### config.mk
export PLATFORM = sky130hd
export DESIGN_NAME = mc_ctrl
export DESIGN_NICKNAME = d
export VERILOG_FILES = /design/src/rtl/mc_ctrl.sv
export SDC_FILE = /design/constraint.sdc
export NUM_CORES = 1
export LEC_CHECK = 0
export BUFFER_PORTS_ARGS = -buffer_cell sky130_fd_sc_hd__buf_4
export CORE_MARGIN = 10
export CORE_UTILIZATION = 44
export DETAILED_ROUTE_END_ITERATION = 7
export MAX_ROUTING_LAYER = met4
export PLACE_DENSITY = 0.75
export SYNTH_ARGS = -nofsm -noshare
export SYNTH_HDL_FRONTEND = slang
export SYNTH_SLANG_ARGS = --single-unit
### constraint.sdc
create_clock -name clk -period 2 [get_ports clk]
set_input_delay 0.4 -clock clk [delete_from_list [all_inputs] [get_ports clk]]
set_output_delay 0.4 -clock clk [all_outputs]
set_load 0.02 [all_outputs]
### src/rtl/mc_ctrl.sv
// Multi-cycle main controller: FETCH/DECODE/EXE/MEM/WB sequencing,
// instruction decode, retired count and sticky illegal flag.
module mc_ctrl #(
  parameter int CNT_W = 32
) (
  input  logic             clk,
  input  logic             reset,
  input  logic [31:0]      instr,
  input  logic             zero,
  input  logic             mem_ready,
  output logic             pc_wr,
  output logic             ir_wr,
  output logic [1:0]       npc_op,
  output logic             reg_wr,
  output logic [1:0]       reg_dst,
  output logic [1:0]       wd_sel,
  output logic             alu_src,
  output logic [1:0]       alu_op,
  output logic             ext_op,
  output logic             mem_req,
  output logic             mem_wr,
  output logic [2:0]       state,
  output logic             illegal,
  output logic [CNT_W-1:0] instr_cnt
);

  typedef enum logic [2:0] {
    S_FETCH  = 3'd0,
    S_DECODE = 3'd1,
    S_EXE    = 3'd2,
    S_MEM    = 3'd3,
    S_WB     = 3'd4
  } state_t;

  state_t           r_state;
  logic [CNT_W-1:0] r_cnt;
  logic             r_illegal;

  logic [5:0] w_op;
  logic [5:0] w_funct;
  logic       w_rtype;
  logic       w_nop;
  logic       w_addu;
  logic       w_subu;
  logic       w_jr;
  logic       w_ori;
  logic       w_lui;
  logic       w_lw;
  logic       w_sw;
  logic       w_beq;
  logic       w_j;
  logic       w_jal;
  logic       w_legal;

  assign w_op    = instr[31:26];
  assign w_funct = instr[5:0];
  assign w_rtype = (w_op == 6'h00);
  assign w_nop   = (instr == 32'h0);
  assign w_addu  = w_rtype && (w_funct == 6'h21);
  assign w_subu  = w_rtype && (w_funct == 6'h23);
  assign w_jr    = w_rtype && (w_funct == 6'h08);
  assign w_ori   = (w_op == 6'h0D);
  assign w_lui   = (w_op == 6'h0F);
  assign w_lw    = (w_op == 6'h23);
  assign w_sw    = (w_op == 6'h2B);
  assign w_beq   = (w_op == 6'h04);
  assign w_j     = (w_op == 6'h02);
  assign w_jal   = (w_op == 6'h03);

  assign w_legal = w_nop | w_addu | w_subu | w_jr | w_ori | w_lui
                 | w_lw | w_sw | w_beq | w_j | w_jal;

  // State sequencing, retire counter and sticky illegal flag
  always_ff @(posedge clk or negedge reset) begin
    if (!reset) begin
      r_state   <= S_FETCH;
      r_cnt     <= '0;
      r_illegal <= 1'b0;
    end else begin
      case (r_state)
        S_FETCH: r_state <= S_DECODE;
        S_DECODE: begin
          if (!w_legal) begin
            r_illegal <= 1'b1;
            r_state   <= S_FETCH;
          end else if (w_j || w_jr || w_nop) begin
            r_state <= S_FETCH;
            r_cnt   <= r_cnt + CNT_W'(1);
          end else if (w_jal) begin
            r_state <= S_WB;
          end else begin
            r_state <= S_EXE;
          end
        end
        S_EXE: begin
          if (w_beq) begin
            r_state <= S_FETCH;
            r_cnt   <= r_cnt + CNT_W'(1);
          end else if (w_lw || w_sw) begin
            r_state <= S_MEM;
          end else begin
            r_state <= S_WB;
          end
        end
        S_MEM: begin
          if (mem_ready) begin
            if (w_sw) begin
              r_state <= S_FETCH;
              r_cnt   <= r_cnt + CNT_W'(1);
            end else begin
              r_state <= S_WB;
            end
          end
        end
        S_WB: begin
          r_state <= S_FETCH;
          r_cnt   <= r_cnt + CNT_W'(1);
        end
        default: r_state <= S_FETCH;
      endcase
    end
  end

  // Moore control outputs from state and decoded IR; silenced in reset
  always_comb begin
    pc_wr   = 1'b0;
    ir_wr   = 1'b0;
    npc_op  = 2'b00;
    reg_wr  = 1'b0;
    reg_dst = 2'b00;
    wd_sel  = 2'b00;
    alu_src = 1'b0;
    alu_op  = 2'b00;
    ext_op  = 1'b0;
    mem_req = 1'b0;
    mem_wr  = 1'b0;
    if (reset) begin
      if (r_state == S_EXE || r_state == S_MEM ||
          r_state == S_WB) begin
        if (w_ori) begin
          alu_src = 1'b1;
          alu_op  = 2'b10;
        end else if (w_lui) begin
          alu_src = 1'b1;
          alu_op  = 2'b11;
        end else if (w_lw || w_sw) begin
          alu_src = 1'b1;
          ext_op  = 1'b1;
        end else if (w_subu || w_beq) begin
          alu_op  = 2'b01;
        end
      end
      case (r_state)
        S_FETCH: begin
          pc_wr = 1'b1;
          ir_wr = 1'b1;
        end
        S_DECODE: begin
          if (w_j) begin
            pc_wr  = 1'b1;
            npc_op = 2'b10;
          end else if (w_jr) begin
            pc_wr  = 1'b1;
            npc_op = 2'b11;
          end
        end
        S_EXE: begin
          if (w_beq) begin
            pc_wr  = zero;
            npc_op = 2'b01;
          end
        end
        S_MEM: begin
          mem_req = 1'b1;
          mem_wr  = w_sw;
        end
        S_WB: begin
          reg_wr = 1'b1;
          if (w_addu || w_subu) begin
            reg_dst = 2'b01;
          end else if (w_lw) begin
            wd_sel = 2'b01;
          end else if (w_jal) begin
            reg_dst = 2'b10;
            wd_sel  = 2'b10;
            pc_wr   = 1'b1;
            npc_op  = 2'b10;
          end
        end
        default: ;
      endcase
    end
  end

  assign state     = r_state;
  assign illegal   = r_illegal;
  assign instr_cnt = r_cnt;

endmodule

==> summary.txt <==
Final layout
  – N_diodes: 0
  – Most common cell after layout, fill and taps aside: buf_4
  – Share of cells above drive strength 1: between 60% and 70%
  – Non-Filler Instances: between 400 and 500
  – Area Overhead vs Synth: 88.32%
  – Fillers: 240
  – Most frequent cells in the layout: 138 x buf_4, 31 x dfrtp_1, 23 x xor2_1
  – Nets: between 400 and 500

Run
  – Max-Cap Viols: 0

Logic synthesis
  – Mapped cell area: about 0.0022 mm^2
  – Post-synth EDFFs: 0
  – Mean post-synth cell area: ~9.3 um^2
  – Syn_nets: about 270
  – Synth top area cells: dfrtp_1 41%, xor2_1 9.6%, nor4_1 4.9%, nand3_1 3.9%, nor3_1 3.9%
  – Post-synth ARST share: between 90% and 100%
  – Cells after Synth: between 200 and 250
  – Share of the synthesized area in the top cell type: 41.21%
  – Post-synthesis sequential area ratio: around 41%
  – Distinct cell type count after synthesis: 45
  – Primary FF master, synth: dfrtp_1
  – Post-synth top area cell: dfrtp_1
  – #FFs+latches synth: 36
  – YS warnings: 0

STA
  – Final Setup Violations: 30
  – Worst hold slack: approximately 0.057 ns
  – Crit path setup slack, layout: -0.2528 ns
  – Max Freq: about 440 MHz
  – Post-layout min period: between 2 and 2.5 ns
  – RSZ-0062 raised after global routing: true
  – Final worst-path cycle share: 112.6%
  – Final Slew Violations: 0
  – Final hold vios: 0
  – Final Skew: ~0.0026 ns
  – Worst-margin pin slew: 0.4972 ns
  – Slew headroom: about two thirds

Setup path
  – Flop-to-flop setup slack: -0.25 ns
  – Worst path required time: 2.21 ns
  – CP Max Fanout: 4
  – Max incr delay on CP: between 0.5 and 0.6 ns
  – Setup CP Type: flop to flop
  – CP startpoint: instr_cnt[12]
  – CP max-delay cell: or4_4
  – Reg-to-Reg Start: instr_cnt[12]
  – Worst Setup EP: instr_cnt[30]
  – R2r endpoint: instr_cnt[30]
  – Worst Reg-to-Reg Cells: 7
  – Crit-path cells: nand4_1 > or4_4 > nor4_2 > buf_4 > nand3_1 > nor4_4 > xor2_1
  – Worst setup EP type: flop
  – CP arrival: ~2.5 ns
  – Startpoint types: flop

Route
  – # DRC: 0
  – Routed WL per cell: between 20 and 25 um
  – Final wirelength: 9.967 mm
  – Iteration count of the initial detailed-routing pass: 6
  – Starting DRT DRC Count: around 160
  – Vias/cell: 5.749
  – Final ANT Viol Nets: 0
  – Via count: ~2600

Worst hold path
  – Hold crit path type: input pin to async pin

Global route
  – Gr usage total: a little under a fifth
  – Largest net degree at the start of global routing: 28
  – Number of global-route vias before repair: approximately 2600
  – Antenna violations before repair: 0
  – First-pass GRT wire length: 12.42 mm
  – Global route overflow: 0

Pwr
  – P_sw: about 1.4 mW
  – Leakage: just over 2 nW
  – Clock power frac: between 10% and 20%
  – Sequential share of power: around 28%
  – VDD IR max: around 740 uV
  – PD cells: 792.1 mW/mm^2
  – Comb power frac: 57.2%
  – Switching share of power: between 40% and 50%
  – P_int: about 1.9 mW

Placed design
  – Placed Cells incl. Taps: 430
  – Dpl hpwl: 5.679 mm
  – Port Buf Inserts: 86
  – GPL Wtd Cong: approximately 0.88

CTS
  – Clk_lat worst skew: between 0.2 and 0.3 ns
  – CTS tree: yes
  – H-tree Lvls: 2
  – Clock-pin slew on the worst setup and hold paths: 0.07 ns
  – Cts bufs inserted: 5
  – Hold-fix buffers at CTS: 0
  – CTS Root Cell: clkbuf_8
  – CTS Buffer Depth: 2
  – Total clock sinks: 36

Die
  – Core Area: between 0.004 and 0.005 mm^2
  – Initial Util: between 40% and 50%
  – Die Y: 90.48 um
  – Rows: 25
  – IO Pins: 87
  – DIE AREA: a little over 0.008 mm^2
  – Die width: ~90 um

Run status
  – Status: complete, but fails checks
  – Failing checks: setup timing
## metal layers
metal | track usage [%] | vias to the layer above | wire (um)
met4 | 7.162 | 0 | 320
met3 | 3.325 | 27 | 454
li1 | - | 1153 | -
met5 | - | - | 0
met1 | 19.62 | 1340 | 3710
met2 | 33.11 | 119 | 5481
## power by group through the flow
stage          Combinational [mW]  Clock, mW  Sequential, mW
3_3_place_gp                 1.29          0           0.886
2_1_floorplan               0.596          0           0.982
6_report                     1.87      0.496           0.898
5_1_grt                      1.95      0.544           0.907
3_5_place_dp                 1.31          0           0.887
4_1_cts                      1.44      0.489           0.878
## critical path: cells and delay by family, from the launching register on
family / cells / cell delay, ns
simple gates: 5 / 1.39
flops: 1 / 0.38
xor+xnor: 1 / 0.20
buf+inv: 1 / 0.20
## what timing repair did
action,in CTS,in global routing
setup buffers,5,18
setup endpoints to repair,33,36
gates resized for setup,29,56
pin swaps,17,30
## kinds of logic after synthesis
group	after synthesis	share of synthesized area, %
simple gates	123	33.94
fa+ha+maj	1	0.5723
compound gates	18	6.067
mux	3	1.488
buf+inv	22	4.293
flops	36	41.21
xor+xnor	31	12.42
## sequential cells by signal (all words and copies together) (netlist names)
name / cells
instr_cnt: 32
illegal: 1
state: 3
## cell usage after synthesis, types with 2 or more instances
cell type   n
inv_1      10
nand3_1    17
a22o_1      2
xor2_1     24
nand4b_1    2
o21ai_0     3
nor2b_1     3
nor3b_1     2
or3_1       3
nand4_1     6
or2_2       2
and3_1      3
nand3b_1    3
o31ai_1     2
nor4_1     17
nand2b_1    3
xnor2_1     7
nand2_1    18
clkbuf_1    6
dfrtp_1    36
nor2_1     14
a21oi_1     3
nor3_1     17
buf_4       2
mux2_2      2
o21a_1      2
nor4_2      5
buf_2       3
## through the flow
| stage | worst slack, ns | utilization, % | instance area (um^2) | total power, mW | TNS (ns) |
|---|---|---|---|---|---|
| final | -0.2528 | 86.58 | 4116 | 3.261 | -3.127 |
| after global placement | -0.3074 | 72.42 | 3443 | 2.175 | -8.063 |
| after detailed placement | -0.4021 | 72.42 | 3443 | 2.200 | -10.10 |
| after global routing | -0.3103 | 86.58 | 4116 | 3.397 | -5.348 |
| after floorplan | -0.1695 | - | 2345 | 1.578 | -2.114 |
| after CTS | -0.1069 | 77.55 | 3687 | 2.810 | -0.6404 |
## final cells by class
type	instances	area, um^2	area share [%]
clock buffers	6	72.57	1.763
well taps	67	83.83	2.036
repair buffers	163	1360	33.04
inverters	10	37.54	0.9119
clock inverters	1	5.005	0.1216
multi-input cells	176	1650	40.09
flip-flops and latches	36	907.1	22.04
## worst min path at each step
stage	startpoint	to	depth (start not counted)
floorplan	reset	illegal	0
global placement	reset	state[2]	2
detailed placement	reset	state[2]	2
CTS	reset	instr_cnt[1]	2
global route	reset	illegal	2
finish	reset	illegal	2
Power figures use the tool's default switching activity.
